$ cat config.mk
export PLATFORM = sky130hd
export DESIGN_NAME = generic_bus_arbiter
export DESIGN_NICKNAME = d
export VERILOG_FILES = /design/src/rtl/bus_arb_pkg.sv /design/src/rtl/rr_pick.sv /design/src/rtl/generic_bus_arbiter.sv
export SDC_FILE = /design/constraint.sdc
export NUM_CORES = 1
export LEC_CHECK = 0
export BUFFER_PORTS_ARGS = -buffer_cell sky130_fd_sc_hd__buf_2
export CORE_AREA = 5 5 118 120
export DETAILED_ROUTE_END_ITERATION = 8
export DIE_AREA = 0 0 123 125
export GPL_TIMING_DRIVEN = 0
export PLACE_DENSITY = 0.5
export SLEW_MARGIN = 20
export SYNTH_ARGS = -nofsm -noshare
export SYNTH_HDL_FRONTEND = slang
export SYNTH_SLANG_ARGS = --single-unit
$ cat constraint.sdc
create_clock -name clk -period 4.35 [get_ports clk]
set_clock_uncertainty 0.2 [all_clocks]
set_input_delay 0 -clock clk [delete_from_list [all_inputs] [get_ports clk]]
set_output_delay 0 -clock clk [all_outputs]
set_load 0.05 [all_outputs]
$ cat src/rtl/bus_arb_pkg.sv
`default_nettype none
// ============================================================================
// Module   : bus_arb_pkg
// Purpose  : Shared definitions for the generic bus arbiter: requester count
//            and the arbitration FSM state encoding.
// Ports    : none (package)
// Revision : 1.0 - initial release
// ============================================================================
package bus_arb_pkg;

  localparam int NUM_REQ = 2;

  // IDLE: no owner; GNT0/GNT1: requester 0/1 owns the slave port.
  typedef enum logic [1:0] {
    IDLE = 2'd0,
    GNT0 = 2'd1,
    GNT1 = 2'd2
  } arb_state_t;

endpackage
`default_nettype wire

$ cat src/rtl/rr_pick.sv
`default_nettype none
// ============================================================================
// Module   : rr_pick
// Purpose  : Two-way round-robin selector. Picks the single active requester,
//            or on a tie the requester that did not own the bus last.
// Ports    : req        - request vector, one bit per requester
//            last_owner - index of the most recent completed owner
//            valid      - at least one requester is active
//            pick       - index of the selected requester
// Revision : 1.0 - initial release
// ============================================================================
module rr_pick
  import bus_arb_pkg::*;
(
  input  logic [NUM_REQ-1:0] req,
  input  logic               last_owner,
  output logic               valid,
  output logic               pick
);

  always_comb begin
    valid = |req;
    pick  = 1'b0;
    case (req)
      2'b01:   pick = 1'b0;
      2'b10:   pick = 1'b1;
      2'b11:   pick = ~last_owner;
      default: pick = 1'b0;
    endcase
  end

endmodule
`default_nettype wire

$ cat src/rtl/generic_bus_arbiter.sv
`default_nettype none
// ============================================================================
// Module   : generic_bus_arbiter
// Purpose  : Arbitrates two bus requesters (0 = core, 1 = debug/test) onto a
//            single slave port. Round-robin or fixed priority (0 highest).
//            A grant is held until the owner completes or withdraws.
// Ports    : clk, rst                  - clock, async active-high reset
//            m_addr/m_ren/m_wen/m_wdata/m_byte_en - per-requester request
//            m_rdata/m_busy            - per-requester response
//            s_addr/s_ren/s_wen/s_wdata/s_byte_en - slave request fields
//            s_rdata/s_busy            - slave response
//            grant                     - one-hot current owner, 00 when idle
// Revision : 1.0 - initial release
// ============================================================================
module generic_bus_arbiter
  import bus_arb_pkg::*;
#(
  parameter int RR_EN  = 1,
  parameter int ADDR_W = 32,
  parameter int DATA_W = 32
) (
  input  logic                               clk,
  input  logic                               rst,
  input  logic [NUM_REQ-1:0][ADDR_W-1:0]     m_addr,
  input  logic [NUM_REQ-1:0]                 m_ren,
  input  logic [NUM_REQ-1:0]                 m_wen,
  input  logic [NUM_REQ-1:0][DATA_W-1:0]     m_wdata,
  input  logic [NUM_REQ-1:0][DATA_W/8-1:0]   m_byte_en,
  output logic [NUM_REQ-1:0][DATA_W-1:0]     m_rdata,
  output logic [NUM_REQ-1:0]                 m_busy,
  output logic [ADDR_W-1:0]                  s_addr,
  output logic [DATA_W-1:0]                  s_wdata,
  output logic [DATA_W/8-1:0]                s_byte_en,
  output logic                               s_ren,
  output logic                               s_wen,
  input  logic [DATA_W-1:0]                  s_rdata,
  input  logic                               s_busy,
  output logic [NUM_REQ-1:0]                 grant
);

  arb_state_t         r_state;
  logic               r_last_owner;
  logic [NUM_REQ-1:0] r_grant;

  logic [NUM_REQ-1:0] w_req;
  logic               w_pick_valid;
  logic               w_rr_pick;
  logic               w_idle_pick;
  logic               w_owned;
  logic               w_sel;

  assign w_req = m_ren | m_wen;

  rr_pick u_rr_pick (
    .req        (w_req),
    .last_owner (r_last_owner),
    .valid      (w_pick_valid),
    .pick       (w_rr_pick)
  );

  // Fixed priority: requester 1 is chosen only when requester 0 is quiet.
  assign w_idle_pick = (RR_EN != 0) ? w_rr_pick : ~w_req[0];

  always_ff @(posedge clk or posedge rst) begin
    if (rst) begin
      r_state      <= IDLE;
      r_last_owner <= 1'b1;   // requester 0 wins the first tie
      r_grant      <= '0;
    end else begin
      case (r_state)
        IDLE: begin
          if (w_pick_valid) begin
            r_state <= w_idle_pick ? GNT1 : GNT0;
            r_grant <= w_idle_pick ? 2'b10 : 2'b01;
          end
        end
        GNT0: begin
          if (!w_req[0]) begin
            // Withdrawn before completion: release without recording owner.
            r_state <= IDLE;
            r_grant <= '0;
          end else if (!s_busy) begin
            r_last_owner <= 1'b0;
            // Fixed priority always re-arbitrates through IDLE from GNT0 so a
            // persistent requester 0 keeps winning.
            if ((RR_EN != 0) && w_req[1]) begin
              r_state <= GNT1;
              r_grant <= 2'b10;
            end else begin
              r_state <= IDLE;
              r_grant <= '0;
            end
          end
        end
        GNT1: begin
          if (!w_req[1]) begin
            r_state <= IDLE;
            r_grant <= '0;
          end else if (!s_busy) begin
            r_last_owner <= 1'b1;
            // Both modes hand straight over to a waiting requester 0.
            if (w_req[0]) begin
              r_state <= GNT0;
              r_grant <= 2'b01;
            end else begin
              r_state <= IDLE;
              r_grant <= '0;
            end
          end
        end
        default: begin
          r_state <= IDLE;
          r_grant <= '0;
        end
      endcase
    end
  end

  assign grant   = r_grant;
  assign w_owned = (r_state == GNT0) || (r_state == GNT1);
  assign w_sel   = (r_state == GNT1);

  // Slave-side mux is driven purely from the state register so a reset
  // removes the strobes immediately.
  always_comb begin
    s_addr    = '0;
    s_wdata   = '0;
    s_byte_en = '0;
    s_ren     = 1'b0;
    s_wen     = 1'b0;
    m_rdata   = '0;
    m_busy    = '1;
    if (w_owned) begin
      s_addr         = m_addr[w_sel];
      s_wdata        = m_wdata[w_sel];
      s_byte_en      = m_byte_en[w_sel];
      s_ren          = m_ren[w_sel];
      s_wen          = m_wen[w_sel];
      m_rdata[w_sel] = s_rdata;
      m_busy[w_sel]  = s_busy;
    end
  end

endmodule
`default_nettype wire

### Word-level counts from Yosys, hierarchy flattened

Cells that the tools add are included.

* mux-type cells: 36
* magnitude comparators: 2
* reduce and logical (&&, ||, !) cells: 7
* equality and inequality tests: 11
* bitwise logic cells: 5

Operator list (count)
* $mux W32: 7
* $and A64 B64 Y64: 1
* $mux W64: 1
* $demux W32 S1: 1
* $mux W2: 8
* $mux W1: 12
* $mux W4: 3
* $eq A2 B2 Y1 const B: 3
* $ne A2 B1 Y1 const B: 3
* $ne A3 B3 Y1 const B: 2
* $pmux W2 S3: 1
* $reduce_and A5 Y1: 1
* $ne A2 B2 Y1 const B: 2
* $or A2 B2 Y2: 2
* $pmux W1 S2: 2
* $reduce_and A3 Y1: 1
* $eq A2 B1 Y1 const B: 1
* $logic_not A2 Y1: 1
* $lt A1 B2 Y1 const B: 1
* $not A2 Y2: 1
* $reduce_bool A2 Y1: 1
* $reduce_or A2 Y1: 1
* $demux W1 S1: 1
* $ge A1 B1 Y1 const B: 1
* other kinds (3): 3

* word-level logic and storage cells: 63
* output and inout bits: 138
* bits in registers: 3
* input bits: 175

### Logic depth before layout (Yosys ltp)

* word-level depth: 8
* mapped depth: 7
* mapped depth without buffers: 6

### Hierarchy

From an unflattened synthesis, not the netlist that was laid out.

* cell total of the unflattened synthesis: 262
* area total of the unflattened synthesis: 2065.7 µm²

Modules (own cells, without submodules)
* generic_bus_arbiter: cells an instance 260, instances 1, seq. area each 76.3 µm², area an instance 2052.0 µm²
* rr_pick: cells an instance 2, instances 1, seq. area each 0.0 µm², area an instance 13.8 µm²

### Worst setup path before layout

OpenSTA, ideal clock, no wires.

* kind: reg-to-output
* start point: register, netlist name grant[0]
* end point: output port s_addr[0]
* setup slack: 1903 ps
* path buffers: 3
* arrival time: 2247 ps
* data required time: 4150 ps
* cell stages (with the launch flop): 8
* cell sequence: dfrtp_1 > inv_1 > ha_1 > buf_4 > buf_6 > buf_6 > mux2i_1 > nor2b_1

RTL lines
* end: declaration: line generic_bus_arbiter.sv:31 `output logic [ADDR_W-1:0] s_addr,`

==> flow_summary.yaml <==
global_route:
  gr-total-overflow: 0
  antenna_found_initial: 0
  grt_pass1_wl_um: 15500
  busiest_layer: "met2"
  grt.met2_usage_pct: 22.5
  grt_usage_pct: 12.2
  grt_max_degree: 11
  grt_pass1_vias: 3119
  grtUsageMet3_pct: 1.85
  globalRouteMet1Util_pct: 14.6
die:
  rows: 42
  fp.dieW_um: 123
  dieArea_sq_um: 15400
  die_h_um: 125
  core_area_sq_um: 12900
  start_util_pct: 15.2
  ios: 313
setup_path:
  r2r_setup_slack_ns: 2.41
  worst_path_most_repeated_cell: "buf_2"
  cp_num_cells: 7
  slowest_delay_ns: 0.41
  reg2reg_depth: 6
  startpoint_type: "flip-flop"
  path_max_fanout: 10
  critPathSlowestCell: "dfrtp_1"
  cp-end-kind: "primary output"
  cp.required_ns: 4.15
  startpoint: "grant[0]"
  critPathCapture: "m_rdata[15]"
  cp.arrival_ns: 2.22
  r2r-end: "r_last_owner"
  worst-path-buf-inv: 4
  path_cells: "inv_1 -> ha_1 -> buf_2 -> and2b_1 -> buf_2 -> and2_1 -> buf_2"
  r2r-start: "grant[0]"
  cp_top_family: "buffers and inverters"
  criticalPathCategory: "reg -> out"
synth:
  synth.avg_cell_area_sq_um: 7.50
  seq_area_frac_synth_pct: 3.90
  syn-instance-count: 261
  ys_seq_elements: 3
  netlist_area_sq_um: 1960
  syn-num-nets: 440
  yosysUniqueCellTypes: 24
  yosys_warnings: 0
cts:
  cts_tree: "done"
  cts_root_buf: "clkbuf_16"
  post-cts-setup-buffers: 0
  htreeDepth: 1
  clockBufferDepth: 2
  clk_latency_ns: 0.22
  numCtsBuffers: 3
  clk_pin_slew_ns: 0.03
  clock_sinks: 3
place:
  gp_congestion: 0.876
  dp_hpwl_um: 9230
  placement.io_buffers: 312
outcome:
  status: "completed"
cells_and_area:
  finish.utilization_pct: 29.9
  nets: 760
  drive_above_1_share_pct: 57.2
  synthToLayoutAreaGrowth_pct: 96.5
  antenna_cells: 0
sta:
  slew_violations: 0
  max_slew.worst_pin.slew_ns: 0.439
  slew_headroom_pct: 70.8
  rsz0062_at_grt: "false"
  post-route-period-util_pct: 55.7
  period_minus_slack_ns: 2.42
  setup_violations: 0
  hold_viol_final: 0
  whs_ns: 0.00190
  clock.fmax_mhz: 413
  fin_tns_setup_ns: 0
route:
  drc: 0
  dr.pass1.iters: 4
  ant_nets: 0
  vias: 2970
  vias_per_cell: 3.93
  drt_iter0_markers: 63
  wl_per_cell_um: 13.7
  wirelength_um: 10400
min_path:
  hold_path_class: "in -> async"
flow_run:
  maxCapViolCount: 0
[cell usage in the layout (no fill, tap or decap), types with 2 or more instances in the layout]
master,count
a21oi_1,3
and2_1,64
buf_2,318
buf_4,4
buf_6,4
clkbuf_1,10
clkbuf_16,3
dfrtp_1,2
dlygate4sd3_1,3
ha_1,4
inv_1,5
mux2i_1,71
nand2_1,3
nor2_1,3
nor2b_1,70
o21ai_0,3
[cells in the mapped netlist]
library cell / count / area [sq um]
clkbuf_1: 9 / 33.8
a21oi_1: 3 / 15.0
dfrtp_1: 2 / 50.1
mux2_4: 1 / 15.0
o21ai_0: 3 / 15.0
buf_4: 4 / 30.0
a31o_1: 1 / 8.76
buf_6: 4 / 45.0
mux2i_1: 71 / 711
a22oi_1: 1 / 7.51
nor2b_1: 70 / 438
inv_1: 5 / 18.8
a31oi_1: 1 / 6.26
o21ai_2: 1 / 8.76
dfstp_2: 1 / 26.3
o21ai_1: 1 / 5.00
and2b_1: 1 / 7.51
or2_1: 1 / 6.26
o21a_1: 1 / 7.51
and2_1: 64 / 400
nand2_1: 3 / 11.3
buf_2: 6 / 30.0
nor2_1: 3 / 11.3
ha_1: 4 / 50.1
[kinds of logic (layout without fill, tap and decap cells)]
group,Yosys count,in the layout,synth area share (%)
AO/OA/AOI/OAI,12,12,3.77
adder cells (fa/ha/maj),4,4,2.56
buffers and inverters,28,347,8.05
flip-flops,3,3,3.90
multiplexers,72,72,37.1
AND/OR/NAND/NOR,142,142,44.7
[state kept, by name (all words and copies together), names as in the netlist]
signal	count
grant	2
r_last_owner	1
[cell type report]
cell class                 instances  area, sq um
buffer                            23          139
clock buffer                       4         78.8
fill                            1415         9030
inverter                           5         18.8
multi-input combinational        230         1720
sequential                         3         76.3
tap                              176          220
timing repair buffer             315         1590
[per-layer routing]
metal	wire (um)	up-vias	share of wire [%]
li1	-	1487	-
met1	4080	1331	39
met2	5330	140	51
met3	808	12	7.8
met4	142	0	1.4
met5	0	-	0
[metrics by stage]
step / cells / area, sq um / setup slack [ns]
floorplan: 261 / 1960 / 1.90
global placement: 749 / 3740 / 2.14
detailed placement: 749 / 3740 / 2.09
CTS: 756 / 3850 / 1.84
global route: 756 / 3850 / 1.69
finish: 756 / 3850 / 1.93
[what timing repair did]
action	CTS	global route
gates resized for setup	0	0
endpoints found under the hold margin	4	0
hold buffers	3	0
[worst min-delay path by stage]
stage | startpoint | slack (ns) | cells past startpoint | to
after floorplan | rst | -0.45 | 1 | grant[0]
after global routing | rst | 0.02 | 3 | grant[1]
after detailed placement | rst | -0.33 | 2 | grant[1]
after global placement | rst | -0.32 | 2 | grant[0]
final | rst | 0.002 | 3 | grant[0]
after CTS | rst | 0.01 | 3 | grant[1]
[worst min-delay path, cell delays in order]
cell	delay, ns
dlygate4sd3_1	0.54
buf_2	0.12
inv_1	0.10
Power is left out: the tool's default activity adds up to more than one toggle a clock period on the data nets, which glitch-free logic cannot reach.
